`src/rtl/ps2_dbg_pkg.sv`:
```
// Shared constants and mode encodings for the PS/2 debug capture path.
// Imported by the byte logger, its interface and the top-level HEXDATA mux.
package ps2_dbg_pkg;

    localparam int HEX_W      = 32;
    localparam int PS2_BYTE_W = 8;

    typedef enum logic {
        LOG_ONESHOT = 1'b0,
        LOG_ROLLING = 1'b1
    } log_mode_e;

endpackage

```
`src/rtl/ps2_byte_logger_if.sv`:
```
// Bundle between the PS/2 receiver side, the control switches and the byte logger.
// Handshake: in_ready is a level from the receiver's clock domain. Each rising edge
// delivers one item on in_data, which stays stable while in_ready is high. There is
// no backpressure; items arriving while hold=1 or while a one-shot log is full are lost.
interface ps2_byte_logger_if
    import ps2_dbg_pkg::*;
#(
    parameter int DATA_W = 8,
    parameter int DEPTH  = 8
);
    localparam int PER_WORD = HEX_W / DATA_W;
    localparam int PAGES    = DEPTH / PER_WORD;
    localparam int PAGE_W   = (PAGES > 1) ? $clog2(PAGES) : 1;
    localparam int CNT_W    = $clog2(DEPTH + 1);

    logic              in_ready;
    logic [DATA_W-1:0] in_data;
    logic              clr;
    logic              mode;
    logic              hold;
    logic [PAGE_W-1:0] page;
    logic [HEX_W-1:0]  hex_word;
    logic [CNT_W-1:0]  count;
    logic              full;
    logic              dropped;
    logic              wrapped;

    modport master (
        output in_ready, in_data, clr, mode, hold, page,
        input  hex_word, count, full, dropped, wrapped
    );

    modport slave (
        input  in_ready, in_data, clr, mode, hold, page,
        output hex_word, count, full, dropped, wrapped
    );

endinterface

```
`src/rtl/ps2_byte_logger_edge_sync_rise.sv`:
```
// Three-flop synchroniser for an asynchronous level, producing a one-clock pulse
// on each rising edge. Only rstn clears the flops so a buffer clear cannot re-fire a held level.
module edge_sync_rise (
    input  logic clk,
    input  logic rstn,
    input  logic din,
    output logic pulse
);

    logic [2:0] sh;

    always_ff @(posedge clk) begin
        if (!rstn) begin
            sh <= '0;
        end else begin
            sh <= {sh[1:0], din};
        end
    end

    // sh[0] is the metastability-exposed stage; the edge is detected one stage later.
    assign pulse = sh[1] & ~sh[2];

endmodule

```
`src/rtl/ps2_byte_logger.sv`:
```
// Capture buffer for PS/2 receiver items with one-shot or rolling logging,
// drop/wrap flags and paged 32-bit readout for the hex display.
module ps2_byte_logger
    import ps2_dbg_pkg::*;
#(
    parameter int DATA_W = PS2_BYTE_W,
    parameter int DEPTH  = 8
) (
    input logic              clk,
    input logic              rstn,
    ps2_byte_logger_if.slave bus
);

    localparam int PER_WORD = HEX_W / DATA_W;
    localparam int PAGES    = DEPTH / PER_WORD;
    localparam int ADDR_W   = (DEPTH > 1) ? $clog2(DEPTH) : 1;
    localparam int CNT_W    = $clog2(DEPTH + 1);

    logic              wr_edge;
    logic              wr;
    log_mode_e         mode_q;
    logic [DATA_W-1:0] mem [DEPTH];
    logic [ADDR_W-1:0] wr_ptr;
    logic [CNT_W-1:0]  count_q;
    logic              full_w;
    logic              dropped_q;
    logic              wrapped_q;
    logic [ADDR_W-1:0] log_idx;
    logic [HEX_W-1:0]  hex_next;
    logic [HEX_W-1:0]  hex_q;

    edge_sync_rise u_sync (
        .clk   (clk),
        .rstn  (rstn),
        .din   (bus.in_ready),
        .pulse (wr_edge)
    );

    // hold gates the strobe itself, so a held-off pulse is discarded rather than deferred.
    assign wr     = wr_edge & ~bus.hold;
    assign full_w = (count_q == CNT_W'(DEPTH));

    always_ff @(posedge clk) begin
        if (!rstn || bus.clr) begin
            for (int i = 0; i < DEPTH; i++) begin
                mem[i] <= '0;
            end
            wr_ptr    <= '0;
            count_q   <= '0;
            dropped_q <= 1'b0;
            wrapped_q <= 1'b0;
            mode_q    <= log_mode_e'(bus.mode);
        end else if (wr) begin
            if (mode_q == LOG_ROLLING || !full_w) begin
                mem[wr_ptr] <= bus.in_data;
                wr_ptr      <= wr_ptr + ADDR_W'(1);
            end
            if (!full_w) begin
                count_q <= count_q + CNT_W'(1);
            end else if (mode_q == LOG_ROLLING) begin
                wrapped_q <= 1'b1;
            end else begin
                dropped_q <= 1'b1;
            end
        end
    end

    // Once full, wr_ptr points at the oldest item, so logical index i lives at wr_ptr+i.
    always_comb begin
        hex_next = '0;
        log_idx  = '0;
        if (int'(bus.page) < PAGES) begin
            for (int k = 0; k < PER_WORD; k++) begin
                log_idx = ADDR_W'(int'(bus.page) * PER_WORD + k);
                hex_next[HEX_W-1-k*DATA_W -: DATA_W] =
                    mem[full_w ? ADDR_W'(wr_ptr + log_idx) : log_idx];
            end
        end
    end

    always_ff @(posedge clk) begin
        if (!rstn || bus.clr) begin
            hex_q <= '0;
        end else begin
            hex_q <= hex_next;
        end
    end

    assign bus.hex_word = hex_q;
    assign bus.count    = count_q;
    assign bus.full     = full_w;
    assign bus.dropped  = dropped_q;
    assign bus.wrapped  = wrapped_q;

endmodule

```
`src/flat_wrapper.sv`:
```
// flat-port wrapper written by rule: the top's interface ports become plain ports
module ps2_byte_logger_flat import ps2_dbg_pkg::*;
#(
    parameter int DATA_W = PS2_BYTE_W,
    parameter int DEPTH  = 8
)
  (clk, rstn, bus_in_ready, bus_in_data, bus_clr, bus_mode, bus_hold, bus_page, bus_hex_word, bus_count, bus_full, bus_dropped, bus_wrapped);
  ps2_byte_logger_if #(.DATA_W(DATA_W), .DEPTH(DEPTH)) bus_i ();
  input logic clk;
  input logic rstn;
  input wire logic [$bits(bus_i.in_ready)-1:0] bus_in_ready;
  input wire logic [$bits(bus_i.in_data)-1:0] bus_in_data;
  input wire logic [$bits(bus_i.clr)-1:0] bus_clr;
  input wire logic [$bits(bus_i.mode)-1:0] bus_mode;
  input wire logic [$bits(bus_i.hold)-1:0] bus_hold;
  input wire logic [$bits(bus_i.page)-1:0] bus_page;
  output wire logic [$bits(bus_i.hex_word)-1:0] bus_hex_word;
  output wire logic [$bits(bus_i.count)-1:0] bus_count;
  output wire logic [$bits(bus_i.full)-1:0] bus_full;
  output wire logic [$bits(bus_i.dropped)-1:0] bus_dropped;
  output wire logic [$bits(bus_i.wrapped)-1:0] bus_wrapped;
  assign bus_i.in_ready = bus_in_ready;
  assign bus_i.in_data = bus_in_data;
  assign bus_i.clr = bus_clr;
  assign bus_i.mode = bus_mode;
  assign bus_i.hold = bus_hold;
  assign bus_i.page = bus_page;
  assign bus_hex_word = bus_i.hex_word;
  assign bus_count = bus_i.count;
  assign bus_full = bus_i.full;
  assign bus_dropped = bus_i.dropped;
  assign bus_wrapped = bus_i.wrapped;
  ps2_byte_logger #(.DATA_W(DATA_W), .DEPTH(DEPTH)) u_core (.clk(clk), .rstn(rstn), .bus(bus_i));
endmodule
```
`config.mk`:
```
export PLATFORM = sky130hd
export DESIGN_NAME = ps2_byte_logger_flat
export DESIGN_NICKNAME = d
export VERILOG_FILES = /design/src/rtl/ps2_dbg_pkg.sv /design/src/rtl/ps2_byte_logger_if.sv /design/src/rtl/ps2_byte_logger_edge_sync_rise.sv /design/src/rtl/ps2_byte_logger.sv /design/src/flat_wrapper.sv
export SDC_FILE = /design/constraint.sdc
export NUM_CORES = 1
export LEC_CHECK = 0
export ABC_AREA = 1
export BUFFER_PORTS_ARGS = -buffer_cell sky130_fd_sc_hd__buf_2
export CAP_MARGIN = 10
export CORE_MARGIN = 2
export CORE_UTILIZATION = 54
export CTS_CLUSTER_DIAMETER = 100
export DETAILED_ROUTE_END_ITERATION = 12
export GPL_TIMING_DRIVEN = 0
export HOLD_SLACK_MARGIN = 0.08
export PLACE_DENSITY_LB_ADDON = 0.1
export SLEW_MARGIN = 15
export SYNTH_ARGS = -nofsm -noshare
export SYNTH_HDL_FRONTEND = slang
export SYNTH_SLANG_ARGS = --single-unit
export TNS_END_PERCENT = 50
```
`constraint.sdc`:
```
create_clock -name clk -period 1.7 [get_ports clk]
set_input_delay 0.085 -clock clk [delete_from_list [all_inputs] [get_ports clk]]
set_output_delay 0.085 -clock clk [all_outputs]
set_load 0.03 [all_outputs]
```
# Word level (Yosys, flattened, before mapping)
# Memory sizes are Yosys's and may differ from the RTL's. A register that Yosys moved wholly into a read port is not among the register bits.
# Index checks and enable logic that the tools add are counted.
dict set report word_totals {
  register_bits 13
  ramBits 64
  in_bits 15
  output_inout_bits 39
  wordCells 45
  mem_count 1
}
# name words width rd rd_clocked_by_memory_dff wr line
set mem_list {}
lappend mem_list {u_core.mem 8 8 4 4 8 ps2_byte_logger.sv:22} ;# logic [DATA_W-1:0] mem [DEPTH];
dict set report op_classes {
  add_sub_neg 9
  n_eq_ne 1
  muxes 13
  bitwise 6
  reduce_logical 9
}
# operator count
set op_table {}
lappend op_table {{2-to-1 mux 3 bit} 5}
lappend op_table {{adder 3 bit} 4}
lappend op_table {{2-to-1 mux 8 bit} 1}
lappend op_table {{OR reduction 8 bit} 1}
lappend op_table {{2-to-1 mux 1 bit} 7}
lappend op_table {{adder 3 x 1 -> 3 bit (second input constant)} 2}
lappend op_table {{adder 3 x 2 -> 3 bit (second input constant)} 2}
lappend op_table {{AND reduction 3 bit} 2}
lappend op_table {{adder 4 x 1 -> 4 bit (second input constant)} 1}
lappend op_table {{== test 4 bit (second input constant)} 1}
lappend op_table {{NOT 1 bit} 4}
lappend op_table {{AND reduction 2 bit} 2}
lappend op_table {{bitwise AND 1 bit} 2}
lappend op_table {{zero test 1 bit} 2}
lappend op_table {{logical OR 1 bit} 2}

# Depth between registers and ports, before layout
dict set report depth {
  ltp_word 9
  mapped_depth 12
  mapped_depth_nobuf 10
}

# Modules after synthesis
# A second synthesis with hierarchy kept.
dict set report unflattened {
  cells_unflattened 764
  hier_area_um2 5834.3
}
# module instances cells_each area_each_um2 seq_area_each_um2
set modules_own_cells {}
lappend modules_own_cells {ps2_byte_logger 1 753 5741.8 2772.7}
lappend modules_own_cells {edge_sync_rise 1 11 92.6 60.1}

# Worst setup path before layout
# OpenSTA, ideal clock, no wires.
dict set report synth_timing {
  kind {flip-flop to flip-flop}
  start {register u_core.count_q[0] (netlist: u_core.bus.count[0])}
  end {memory u_core.mem[1][0], enable pin}
  setup_time_ns 0.329
  arrival_time_ns 1.751
  required_time_ns 1.371
  setup_slack_ns -0.379
  stages_incl_launch_ff 8
  n_path_buf 0
  synth_period_minus_slack_ns 2.079
  cell_sequence {dfxtp_1 -> inv_1 -> ha_1 -> nand3_1 -> o21ai_2 -> nor2_1 -> nand2_1 -> nand2_1}
}
# item line
set synth_lines {}
lappend synth_lines {{start, declared} ps2_byte_logger.sv:24} ;# logic [CNT_W-1:0] count_q;
lappend synth_lines {{start signal, assigned} ps2_byte_logger.sv:59} ;# count_q <= count_q + CNT_W'(1);
lappend synth_lines {{end, declared} ps2_byte_logger.sv:22}

# Final worst setup path
dict set report layout_timing {
  start {register u_core.count_q[1] (netlist: u_core.bus.count[1])}
  end {register u_core.hex_q[13] (netlist: u_core.bus.hex_word[13]), read port of u_core.mem}
}
dict set report layout_via {
  elab_chain_len 2
}
# item line
set layout_lines {}
lappend layout_lines {{== test 4 bit} ps2_byte_logger.sv:41} ;# assign full_w = (count_q == CNT_W'(DEPTH));
lappend layout_lines {{2-to-1 mux 3 bit} ps2_byte_logger.sv:76} ;# mem[full_w ? ADDR_W'(wr_ptr + log_idx) : log_idx];
lappend layout_lines {{end, declared} ps2_byte_logger.sv:30} ;# logic [HEX_W-1:0] hex_q;
# No other way between the ends.
# A chain may end at the register's enable or synchronous reset.

==> results.md <==
* Vias post-DR at 6351
* Worst-path fanout max at 8
* Worst Slack Setup Final at -127 ps
* Final period util at 1.07
* Worst path required time at between 1500 and 2000 ps
* Die area at ~12000 um2
* Min-Delay Path Class: input pin to register
* Clock transition at path regs at approximately 110 ps
* Initial antenna violation count at 0
* CTS tree: built
* Pwr per Cell Area at between 600 and 700 nW/um2
* Overall routing resource usage at 0.366
* Mapped Cells at 790
* Setup violators final at between 50 and 60
* Register bit total from synthesis at 109
* Main flop type after synthesis: edfxtp_1
* Crit path capture type: register
* # rows at 37
* First-pass GRT wire length at roughly 31 mm
* Max Freq at about 550 MHz
* Ant. Diodes at 0
* Top cells by count, synth: 231 x nand2_1, 187 x nand3_1, 80 x inv_1, 78 x nor2_1, 65 x edfxtp_1
* Worst-Margin Slew at 763 ps
* DR vias/cell at between 6 and 7
* Clk buf depth at 2
* Initial core utilization at 0.559
* Vias in the first global route at 5632
* Peak VDD IR at 0.752 mV
* Die Ht at around 110 um
* Yosys cell types at 23
* Post-route DRC at 0
* Initial DRC Count at approximately 1100
* Share of cells above drive strength 1 at 0.340
* Max-slew violation count at 0
* Failing checks: setup timing
* RSZ-0062 raised after global routing: true
* WS Path Type: register to register
* Die W at 108 um
* Synth top area share at 0.335
* Min Hold Slack at 111 ps
* Ranking of synthesized cells by area: edfxtp_1 34%, nand3_1 16%, dfxtp_1 15%
* Layout Nets at just over 900
* Area grow syn2layout at 37.9%
* Count leader, synth: nand2_1
* Syn Std Cell Area at 5820 um2
* Sequential cell area fraction in the yosys report at 0.487
* Final ANT Viol Nets at 0
* Critical Path Start Type: register
* Status: finished, violations left
* IO Port Bufs at 53
* Worst rel slew slack at 0.492
* R2r setup slk at -130 ps
* Yosys warns at 0
* Clock Skew at roughly 11 ps
* H-tree depth at 3
* Remaining global-route overflow at 0
* Core area at 10400 um2
* Synth area leader: edfxtp_1
* Fin crit period at 1830 ps
* Num CTS Buffers at 9
* DR WL/cell at between 20 and 25 um
* Number of synthesized flops with an enable pin at 65
* Dpl hpwl at 15.0 mm
* WL final at between 20 and 25 mm
* Final Power at approximately 5 mW
* CTS sink count at ~110
* Root Driver: clkbuf_8
* Placer Congestion at 1.08
* Avg Cell Area, Syn at around 7.4 um2
* Final Hold Viols at 0
* DR pass1 iterations at 8
* Syn Nets at a little over 800
* I/O pins at 54
* Post-synthesis async set-or-reset flop share at 0
* LEAKAGE at 3.53 nW
* Worst-Skew Late Latency at roughly 400 ps
* Largest net degree at the start of global routing at 20
* # Max-Cap Violations at 0
* Worst EP arrival at roughly 2100 ps
## flip-flops by register name, indices dropped and copies added, names as in the netlist
register and cells:
u_core.u_sync.sh 3, u_core.wr_ptr 3, u_core.bus.dropped 1, u_core.mode_q 1, u_core.bus.count 4, u_core.bus.hex_word 32
u_core.mem 64, u_core.bus.wrapped 1
## layout by cell type (no fill, tap or decap), types with 5 or more instances in the layout
cell type | synthesis | final
a21oi_1 | 39 | 14
a21oi_2 | 0 | 24
buf_12 | 0 | 6
buf_2 | 14 | 55
buf_4 | 1 | 25
buf_6 | 3 | 8
buf_8 | 0 | 6
clkbuf_1 | 18 | 7
clkbuf_2 | 0 | 5
clkbuf_4 | 0 | 5
clkbuf_8 | 0 | 12
dfxtp_1 | 44 | 38
dlygate4sd3_1 | 0 | 5
edfxtp_1 | 65 | 65
inv_1 | 80 | 72
nand2_1 | 231 | 188
nand2_2 | 7 | 30
nand2_4 | 0 | 14
nand2_8 | 0 | 9
nand3_1 | 187 | 118
nand3_2 | 0 | 56
nand3_4 | 0 | 13
nor2_1 | 78 | 71
nor2_4 | 0 | 6
## critical path, cell delays in order, from the launching register on
cell      delay [ps]
dfxtp_4          370
inv_4             60
ha_4             170
nand2_4           60
nor2_4           110
buf_6            130
buf_12           150
buf_12           120
nand3b_1         100
nand2_2          140
nand2_1           90
nand3_2          140
a21oi_2           60
## cells by family after synthesis
group | count (synthesis) | share of synthesized area
AOI/OAI and AO/OA | 46 | 0.0408
adders and majority gates | 4 | 0.00860
and+or+nand+nor | 512 | 0.380
buffers and inverters | 119 | 0.0843
DFF | 109 | 0.487
## metrics by stage
| step | utilization | cell area, um2 | TNS, ps | instances | setup WS, ps |
|---|---|---|---|---|---|
| CTS | 0.705 | 7340 | -660 | 1026 | -75.0 |
| global route | 0.770 | 8030 | -6740 | 1037 | -227 |
| finish | 0.770 | 8030 | -2390 | 1037 | -127 |
| global placement | 0.612 | 6370 | -39260 | 979 | -641 |
| floorplan | - | 5940 | -1990 | 790 | -62.3 |
| detailed placement | 0.612 | 6370 | -43780 | 979 | -653 |
## metal layers
layer  up-vias  global-route usage  share of wire  routed length, um
li1       2803                   -              -                  -
met1      2881               0.499           0.37               8320
met2       533               0.545           0.43               9610
met3       134              0.0999           0.13               2860
met4         0               0.167          0.066               1460
met5         -                   0              0                  0
## final timing paths
path / startpoint / endpoint / depth (start not counted)
worst max-delay path: u_core.bus.count[1] / u_core.bus.hex_word[13] / 12
worst min-delay path: bus_in_data[3] / u_core.mem[6][3] / 3
worst min register to register: u_core.u_sync.sh[0] / u_core.u_sync.sh[1] / 2
worst max register to register: u_core.bus.count[1] / u_core.bus.hex_word[13] / 12
## cell type report
class	instances	area (um2)
timing repair buffer	92	713
buffer	37	323
clock inverter	6	52.6
tap	136	170
sequential	109	2850
fill	699	2390
inverter	82	337
multi-input combinational	565	3440
clock buffer	10	138
## repair_timing
action / in CTS / in global routing
hold buffers: 5 / 0
buffers inserted: 22 / 6
setup endpoints to repair: 162 / 97
gates resized for setup: 136 / 119
endpoints found under the hold margin: 7 / 0
pin swaps: 45 / 63
cloned: 4 / 5
## report_power, final
| group | switching, mW | internal, mW |
|---|---|---|
| sequential | 0.0911 | 2.87 |
| clock | 1.01 | 0.600 |
| combinational | 0.398 | 0.173 |
No activity file was read; power rests on OpenSTA's default activity.
